**src/rtl/spram_arbiter.sv**
```systemverilog
// -----------------------------------------------------------------------------
// spram_arbiter
//
// Shares one single-port RAM between the instruction-fetch port (i_*) and the
// load/store port (d_*). At most one request is granted per cycle and the
// granted request drives the RAM directly in that same cycle; there is no
// request buffering. A tag pipeline as deep as the RAM read latency remembers
// which port issued each read, so the returning ram_rdata is steered to the
// right response port.
//
// Parameters
//   AddrBusWidth  address width of both request ports and the RAM
//   DataBusWidth  data width
//   ReadLatency   RAM read latency in cycles, 0..4
//   MaxStall      fetch starvation limit in cycles, 1..255 (fixed priority)
//
// Ports
//   clk, rst            clock; synchronous active-low reset
//   i_req_*             fetch read request (valid/ready/addr)
//   i_rsp_*             fetch read response (one-cycle valid pulse + data)
//   d_req_*             load/store request (valid/ready/we/addr/wdata)
//   d_rsp_*             load response (one-cycle valid pulse + data)
//   ram_re/we/addr/wdata  RAM control driven in the grant cycle
//   ram_rdata           RAM read data, valid ReadLatency cycles after ram_re
//
// Configuration
//   SPRAM_ARB_RR_EN defined   : round-robin arbitration (MaxStall ignored)
//   SPRAM_ARB_RR_EN undefined : data port has priority, with a starvation
//                               counter that forces a fetch grant after
//                               MaxStall stalled cycles
// -----------------------------------------------------------------------------
module spram_arbiter #(
   parameter int AddrBusWidth = 32,
   parameter int DataBusWidth = 32,
   parameter int ReadLatency  = 1,
   parameter int MaxStall     = 8
) (
   input  logic                    clk,
   input  logic                    rst,
   input  logic                    i_req_valid,
   output logic                    i_req_ready,
   input  logic [AddrBusWidth-1:0] i_req_addr,
   output logic                    i_rsp_valid,
   output logic [DataBusWidth-1:0] i_rsp_data,
   input  logic                    d_req_valid,
   output logic                    d_req_ready,
   input  logic                    d_req_we,
   input  logic [AddrBusWidth-1:0] d_req_addr,
   input  logic [DataBusWidth-1:0] d_req_wdata,
   output logic                    d_rsp_valid,
   output logic [DataBusWidth-1:0] d_rsp_data,
   output logic                    ram_re,
   output logic                    ram_we,
   output logic [AddrBusWidth-1:0] ram_addr,
   output logic [DataBusWidth-1:0] ram_wdata,
   input  logic [DataBusWidth-1:0] ram_rdata
);

   if ((ReadLatency < 0) || (ReadLatency > 4)) begin : g_bad_latency
      $error("spram_arbiter: ReadLatency must be in 0..4");
   end
   if ((MaxStall < 1) || (MaxStall > 255)) begin : g_bad_max_stall
      $error("spram_arbiter: MaxStall must be in 1..255");
   end

   // A latency of 0 needs no pipeline; keep one unused stage to avoid zero widths.
   localparam int   PipeDepth = (ReadLatency > 0) ? ReadLatency : 1;
   localparam logic OwnerData = 1'b1;

   logic grant_i;
   logic grant_d;
   logic rd_grant;
   logic tail_valid;
   logic tail_owner;

   logic [PipeDepth-1:0]    tag_valid_q, tag_valid_d;
   logic [PipeDepth-1:0]    tag_owner_q, tag_owner_d;
   logic [DataBusWidth-1:0] i_rsp_data_q, i_rsp_data_d;
   logic [DataBusWidth-1:0] d_rsp_data_q, d_rsp_data_d;

`ifdef SPRAM_ARB_RR_EN
   localparam logic PrefData = 1'b0;
   logic rr_ptr_q, rr_ptr_d;

   // Round-robin grant; the pointer only moves when both ports compete.
   always_comb begin
      grant_i  = 1'b0;
      grant_d  = 1'b0;
      rr_ptr_d = rr_ptr_q;
      if (!rst) begin
         rr_ptr_d = PrefData;
      end else if (i_req_valid && d_req_valid) begin
         if (rr_ptr_q == PrefData) begin
            grant_d = 1'b1;
         end else begin
            grant_i = 1'b1;
         end
         rr_ptr_d = ~rr_ptr_q;
      end else if (d_req_valid) begin
         grant_d = 1'b1;
      end else if (i_req_valid) begin
         grant_i = 1'b1;
      end else begin
         rr_ptr_d = rr_ptr_q;
      end
   end

   // Round-robin pointer register.
   always_ff @(posedge clk) begin
      rr_ptr_q <= rr_ptr_d;
   end
`else
   localparam logic [7:0] StallMax = 8'(MaxStall);
   logic [7:0] stall_cnt_q, stall_cnt_d;

   // Data port wins unless the fetch port has been stalled MaxStall cycles.
   always_comb begin
      grant_i     = 1'b0;
      grant_d     = 1'b0;
      stall_cnt_d = stall_cnt_q;
      if (!rst) begin
         stall_cnt_d = 8'd0;
      end else begin
         if (d_req_valid && !(i_req_valid && (stall_cnt_q == StallMax))) begin
            grant_d = 1'b1;
         end else if (i_req_valid) begin
            grant_i = 1'b1;
         end else begin
            grant_i = 1'b0;
         end
         if (!i_req_valid || grant_i) begin
            stall_cnt_d = 8'd0;
         end else if (stall_cnt_q != StallMax) begin
            stall_cnt_d = stall_cnt_q + 8'd1;
         end else begin
            stall_cnt_d = stall_cnt_q;
         end
      end
   end

   // Starvation counter register.
   always_ff @(posedge clk) begin
      stall_cnt_q <= stall_cnt_d;
   end
`endif

   // Drive the RAM and the ready handshakes from the winning request.
   always_comb begin
      i_req_ready = grant_i;
      d_req_ready = grant_d;
      ram_re      = grant_i | (grant_d & ~d_req_we);
      ram_we      = grant_d & d_req_we;
      rd_grant    = grant_i | (grant_d & ~d_req_we);
      if (grant_i) begin
         ram_addr = i_req_addr;
      end else if (grant_d) begin
         ram_addr = d_req_addr;
      end else begin
         ram_addr = {AddrBusWidth{1'b0}};
      end
      if (grant_d && d_req_we) begin
         ram_wdata = d_req_wdata;
      end else begin
         ram_wdata = {DataBusWidth{1'b0}};
      end
   end

   // Tag pipeline: stage 0 takes the current read grant, the rest shift along.
   always_comb begin
      if (!rst) begin
         tag_valid_d = {PipeDepth{1'b0}};
         tag_owner_d = {PipeDepth{1'b0}};
      end else begin
         tag_valid_d = PipeDepth'({tag_valid_q, rd_grant});
         tag_owner_d = PipeDepth'({tag_owner_q, grant_d});
      end
   end

   if (ReadLatency == 0) begin : g_tail_comb
      assign tail_valid = rd_grant;
      assign tail_owner = grant_d;
   end else begin : g_tail_reg
      assign tail_valid = tag_valid_q[PipeDepth-1];
      assign tail_owner = tag_owner_q[PipeDepth-1];
   end

   // Steer the returning read data to its owner; the other port holds its data.
   always_comb begin
      i_rsp_valid = 1'b0;
      d_rsp_valid = 1'b0;
      i_rsp_data  = i_rsp_data_q;
      d_rsp_data  = d_rsp_data_q;
      if (rst && tail_valid) begin
         if (tail_owner == OwnerData) begin
            d_rsp_valid = 1'b1;
            d_rsp_data  = ram_rdata;
         end else begin
            i_rsp_valid = 1'b1;
            i_rsp_data  = ram_rdata;
         end
      end else begin
         i_rsp_valid = 1'b0;
         d_rsp_valid = 1'b0;
      end
      if (!rst) begin
         i_rsp_data_d = {DataBusWidth{1'b0}};
         d_rsp_data_d = {DataBusWidth{1'b0}};
      end else begin
         i_rsp_data_d = i_rsp_data;
         d_rsp_data_d = d_rsp_data;
      end
   end

   // Tag pipeline and held response data registers.
   always_ff @(posedge clk) begin
      tag_valid_q  <= tag_valid_d;
      tag_owner_q  <= tag_owner_d;
      i_rsp_data_q <= i_rsp_data_d;
      d_rsp_data_q <= d_rsp_data_d;
   end

endmodule

```
**config.mk**
```make
export PLATFORM = sky130hd
export DESIGN_NAME = spram_arbiter
export DESIGN_NICKNAME = d
export VERILOG_FILES = /design/src/rtl/spram_arbiter.sv
export SDC_FILE = /design/constraint.sdc
export NUM_CORES = 1
export LEC_CHECK = 0
export BUFFER_PORTS_ARGS = -buffer_cell sky130_fd_sc_hd__buf_2
export CORE_AREA = 2 2 104 106
export CTS_BUF_LIST = sky130_fd_sc_hd__clkbuf_2 sky130_fd_sc_hd__clkbuf_4 sky130_fd_sc_hd__clkbuf_8
export DETAILED_ROUTE_END_ITERATION = 16
export DIE_AREA = 0 0 106 108
export HOLD_SLACK_MARGIN = 0.08
export PLACE_DENSITY = 0.72
export SYNTH_ARGS = -nofsm -noshare
export SYNTH_HDL_FRONTEND = slang
export SYNTH_SLANG_ARGS = --single-unit
```
**constraint.sdc**
```tcl
create_clock -name clk -period 2.5 [get_ports clk]
set_input_delay 0.25 -clock clk [delete_from_list [all_inputs] [get_ports clk]]
set_output_delay 0.25 -clock clk [all_outputs]
set_load 0.02 [all_outputs]
```
# ---- Yosys cells after proc, flatten, opt, wreduce, memory -nomap -nowiden
# Index checks and enable logic that the tools add are counted.
# W data, S select, Z words.
dict set report word_totals {
  in_bits 133
  mem_bits_rw 0
  mem_count 0
  regBits 74
  latch_bits 0
  romBits 0
}
dict set report classes {
  reduce_logical 8
  bitwise_logic 5
  n_div 0
  order_cmp 0
  eq_ne 2
  multipliers 0
  addsub 1
  mux 17
  n_shift 0
}
# cell n
set ops {}
lappend ops {{$mux W32} 7}
lappend ops {{$mux W1} 10}
lappend ops {{$add A8 B1 Y8 const B} 1}
lappend ops {{$eq A8 B4 Y1 const B} 1}
lappend ops {{$ne A8 B4 Y1 const B} 1}
lappend ops {{$logic_and A1 B1 Y1} 4}
lappend ops {{$and A1 B1 Y1} 2}
lappend ops {{$logic_not A1 Y1} 2}
lappend ops {{$not A1 Y1} 2}
lappend ops {{$reduce_or A2 Y1} 1}
lappend ops {{$logic_or A1 B1 Y1} 1}
lappend ops {{$or A1 B1 Y1} 1}

# ---- Depth between registers and ports, before layout
dict set report logic_depth {
  depth_word 8
  ltp_mapped 7
  depth_no_buf 5
}

# ---- Worst setup path before layout
# No wires, ideal clock.
dict set report synth_timing {
  path_type {register to output}
  start {register stall_cnt_q[2]}
  end {output ram_wdata[22]}
  required_time_ns 2.250
  t_arrival_ns 1.912
  path_stages_with_launch 6
  path_slack_ns 0.338
  path_cell_list {dfxtp_1 > or4b_1 > buf_2 > o41a_1 > clkbuf_1 > and2_1}
}
dict set report synth_between {
  elab_chain_len 8
}
# element line_no
set synth_lines {}
lappend synth_lines {{start: declaration} 114} ;# logic [7:0] stall_cnt_q, stall_cnt_d;
lappend synth_lines {{start signal: assignment} 143} ;# stall_cnt_q <= stall_cnt_d;
lappend synth_lines {{$eq A8 B4 Y1} 124} ;# if (d_req_valid && !(i_req_valid && (stall_cnt_q == StallMax))) begin
lappend synth_lines {{$logic_and A1 B1 Y1} 124}
lappend synth_lines {{$logic_not A1 Y1} 124}
lappend synth_lines {{$logic_and A1 B1 Y1} 124}
lappend synth_lines {{$mux W1} 124}
lappend synth_lines {{$mux W1} 121} ;# if (!rst) begin
lappend synth_lines {{$logic_and A1 B1 Y1} 161} ;# if (grant_d && d_req_we) begin
lappend synth_lines {{$mux W32} 161}
lappend synth_lines {{end: declaration} 55} ;# output logic [DataBusWidth-1:0] ram_wdata,
# Every way passes these cells.

# ---- Final worst setup path
dict set report layout_timing {
  start {register stall_cnt_q[2]}
  end {output ram_addr[3]}
}
dict set report layout_between {
  elab_chain_len 8
  elab_cells_between_ends 11
  classes_between {eq/ne: 1; mux: 7; reduce/logical: 3}
}
# element line_no
set layout_lines {}
lappend layout_lines {{$eq A8 B4 Y1 (*)} 124}
lappend layout_lines {{$logic_and A1 B1 Y1 (*)} 124}
lappend layout_lines {{$logic_not A1 Y1 (*)} 124}
lappend layout_lines {{$logic_and A1 B1 Y1 (*)} 124}
lappend layout_lines {{$mux W1} 124}
lappend layout_lines {{$mux W1} 121}
lappend layout_lines {{$mux W32 or $mux W1 (tied branches)} {156, 121}}
lappend layout_lines {{$mux W32 (*)} 154} ;# if (grant_i) begin
lappend layout_lines {{end: declaration} 54} ;# output logic [AddrBusWidth-1:0] ram_addr,
# Every way passes the cells marked *; elsewhere a longest branch is shown, timed or not. The select of a mux whose other input is x is not followed.

==> summary.txt <==
Timing
  • Period utilization: 102%
  • Clock period minus final worst setup slack: ~2500 ps
  • Worst clock skew: 9.85 ps
  • Final hold slack: 246 ps
  • Final setup fails: 9
  • Final Worst Setup Slack: -47.7 ps
  • Number of hold violations in the final report: 0
  • Relative slew margins: a little under two thirds
  • Unrepaired setup endpoints after global routing: true
  • Final Max Slew Viols: 0
  • Maximum frequency from static timing analysis: 393 MHz
  • Slew @ Worst Pin: ~540 ps

Detailed routing
  • Vias after detailed routing: between 3000 and 4000
  • Count of antenna-violating nets left after detailed routing: 0
  • Total length of routed wires: 11.6 mm
  • Mean routed wirelength per cell: 15.6 um
  • Number of remaining DRC errors: 0
  • Initial detailed-routing violation count: 140
  • Routed vias/inst: 4.78
  • Number of optimization iterations in the first detailed-route pass: 4

Run
  • Max_cap viols: 0

Cells and area
  • Area growth, synth to finish: 47.8%
  • Antenna diode count: 0
  • Final instance count without filler cells: about 740
  • Share of final-layout standard cells stronger than drive strength 1: 60.4%
  • Final-stage net count: roughly 740

Power
  • Leakage power total: between 2 and 3 nW
  • Power density normalized to cell area: around 490 nW/um2
  • Max IR drop VDD: about 0.21 mV

Die
  • I/O Pins: 267
  • Standard cell core area: slightly above 10000 um2
  • Starting Density: between 30% and 40%
  • FP Rows: 37
  • Chip Width: about 110 um
  • Die ar.: roughly 11000 um2
  • Vertical die dimension: between 100 and 150 um

Global routing
  • Number of antenna violations at the first check in global routing: 0
  • Total congestion overflow: 0
  • Maximum number of pins on one net before global-route repair: 40
  • Global Route Usage Sum: approximately 19%
  • Highest-utilization routing layer at the global route stage: met2
  • Met1 demand-to-capacity share in global routing: around 22%
  • Met2 demand-to-capacity share in global routing: between 30% and 40%
  • Wire length of the first global-routing pass: 17.4 mm
  • GR Util met3: under 10%
  • Number of global-route vias before repair: ~3500

Worst setup path
  • Register-to-Register Setup Slack: between 600 and 700 ps
  • Maximum net fanout on the critical path: 35
  • Worst setup path category: flop to output port
  • Data required time of the worst path: between 2000 and 2500 ps
  • Worst Reg2Reg Path Length in Cells: 4
  • Reg2reg end: tag_valid_q$_SDFF_PN0_
  • Critical R2R Launch: stall_cnt_q[2]$_SDFFE_PP0P_
  • Crit path launch type: flop
  • Critical path arrival: 2300 ps
  • CP Capture Type: output port

Yosys
  • Portion of synthesized cell area occupied by the leading cell type: about two fifths
  • Seq cells post-synth: 74
  • Syn Inst Count: 343
  • Synth warnings: 0
  • Portion of the post-synthesis area used by sequential elements: 41.4%
  • Number of distinct standard cells referenced by the synthesized netlist: 27
  • Synthesized area per cell: between 10 and 15 um2
  • Post-Synthesis Net Count: ~480
  • Cell accounting for the most synthesized area: dfxtp_1
  • Leading cell types by total area after synthesis: dfxtp_1 (41%), mux2_2 (20%), and2_1 (17%)
  • Cell Area, Synth: 3580 um2

Worst hold path
  • Start point of the worst min-delay path: d_req_we
  • Worst hold path endpoint: tag_valid_q$_SDFF_PN0_
  • Worst hold path type: primary input to flop
  • Hold path cells: 3

CTS
  • CTS tree: built
  • Clock latency on the worst-skew pair: around 340 ps
  • Master cell of the clock root buffer: clkbuf_8
  • Number of buffers on the longest clock path: 2
  • CTS Hold Buffers Added: 0
  • Register clock-pin slew on the reported worst setup and hold paths: 80 ps
  • Clock Sinks: 74
  • H-tree levels: 3
  • Number of buffers inserted during clock tree synthesis: 9

Placed design
  • DP HPWL: roughly 9.1 mm
  • Post-Place Setup Slack: 103 ps
  • Global placement routability congestion: between 0.8 and 0.9
  • Count of input and output buffers: 266
  • Number of placed instances with taps included: 725

Status
  • Violations in the final reports: negative setup slack
  • Outcome: finished with violations
[sequential cells by signal (all words and copies together) (netlist names)]
name,flops
d_rsp_data_q,32
i_rsp_data_q,32
stall_cnt_q,8
tag_owner_q,1
tag_valid_q,1
[routing by layer]
metal / part of all wire, % / vias up
li1: - / 1722
met3: 5.8 / 11
met1: 40 / 1673
met2: 53 / 140
met5: 0 / -
met4: 1.5 / 0
[worst max-delay path, cell delays in order (launching register included)]
cell and delay (ps):
dfxtp_2 350, or4b_4 560, o41a_1 430, buf_12 190, a32o_2 260, buf_4 170
[worst max path at each step]
stage | start | endpoint | slack [ps] | cells past startpoint
6_report | stall_cnt_q[2]$_SDFFE_PP0P_ | ram_addr[3] | -50 | 5
5_1_grt | stall_cnt_q[2]$_SDFFE_PP0P_ | ram_addr[3] | -100 | 5
4_1_cts | stall_cnt_q[2]$_SDFFE_PP0P_ | ram_addr[3] | -50 | 5
3_5_place_dp | stall_cnt_q[2]$_SDFFE_PP0P_ | ram_wdata[22] | 100 | 4
3_3_place_gp | stall_cnt_q[2]$_SDFFE_PP0P_ | ram_wdata[10] | 190 | 4
2_1_floorplan | stall_cnt_q[2]$_SDFFE_PP0P_ | ram_wdata[22] | 340 | 5
[kinds of logic (layout without fill, tap and decap cells)]
group	after synthesis	in the layout	share of synthesized area (%)
DFF	74	74	41.4
muxes	64	64	20.1
AOI/OAI and AO/OA	45	45	12.1
and+or+nand+nor	118	118	20.2
adders and majority gates	2	2	0.699
buffers and inverters	37	300	4.86
xor gates and xnor gates	3	3	0.734
[per-stage QoR]
step | setup TNS [ps] | utilization (%) | total power [mW] | cell area, um2
3_5_place_dp | 0 | 49.3 | 1.75 | 5050
2_1_floorplan | 0 | - | 1.52 | 3580
4_1_cts | -224 | 51.5 | 2.61 | 5270
3_3_place_gp | 0 | 49.3 | 1.74 | 5050
6_report | -127 | 51.7 | 2.58 | 5290
5_1_grt | -2490 | 51.7 | 2.71 | 5290
[synthesized netlist by cell type]
cell / instances
a32o_1: 32
and3_1: 1
a21oi_1: 3
xor2_1: 2
or4b_1: 1
xnor2_1: 1
inv_1: 8
clkbuf_1: 20
o311ai_1: 1
ha_1: 2
buf_6: 4
nand3b_1: 1
nand3_1: 5
a22o_1: 2
and2_1: 99
nand2_1: 1
o31ai_4: 1
buf_1: 1
o41a_1: 3
or3_1: 3
buf_2: 4
mux2_2: 64
nand2b_1: 1
o21ai_0: 3
dfxtp_1: 74
nand4_1: 1
nor2_1: 5
[power by group]
group          leakage [nW]  switching, mW  internal [mW]
Combinational          2.15          0.286          0.236
Clock                0.0898          0.445          0.404
Sequential            0.600        0.00735           1.20
[final cells by class]
| cell class | count | area (um2) |
|---|---|---|
| Timing Repair Buffer | 276 | 1470 |
| Sequential cell | 74 | 1480 |
| Multi-Input combinational cell | 232 | 1950 |
| Fill cell | 951 | 4940 |
| Clock buffer | 11 | 145 |
| Clock inverter | 5 | 37.5 |
| Inverter | 8 | 30.0 |
| Tap cell | 136 | 170 |
[what timing repair did]
item / CTS / global route
setup endpoints to repair: 66 / 61
resized for setup: 12 / 6
pin swaps: 0 / 6
buffers inserted: 0 / 1
[layout by cell type, fill, tap and decap left out, types with 2 or more instances in the layout]
| cell | instances |
|---|---|
| dfxtp_1 | 72 |
| nand3_1 | 4 |
| o41a_1 | 2 |
| buf_12 | 4 |
| inv_6 | 2 |
| or3_1 | 3 |
| o21ai_0 | 3 |
| and2_1 | 96 |
| nor2_1 | 5 |
| a21oi_1 | 3 |
| inv_1 | 8 |
| buf_4 | 12 |
| clkinvlp_4 | 2 |
| and2_4 | 3 |
| clkbuf_8 | 10 |
| a22o_1 | 2 |
| a32o_1 | 31 |
| dfxtp_2 | 2 |
| buf_2 | 260 |
| ha_1 | 2 |
| xor2_1 | 2 |
| mux2_2 | 64 |
No activity file was read; power rests on OpenSTA's default activity.
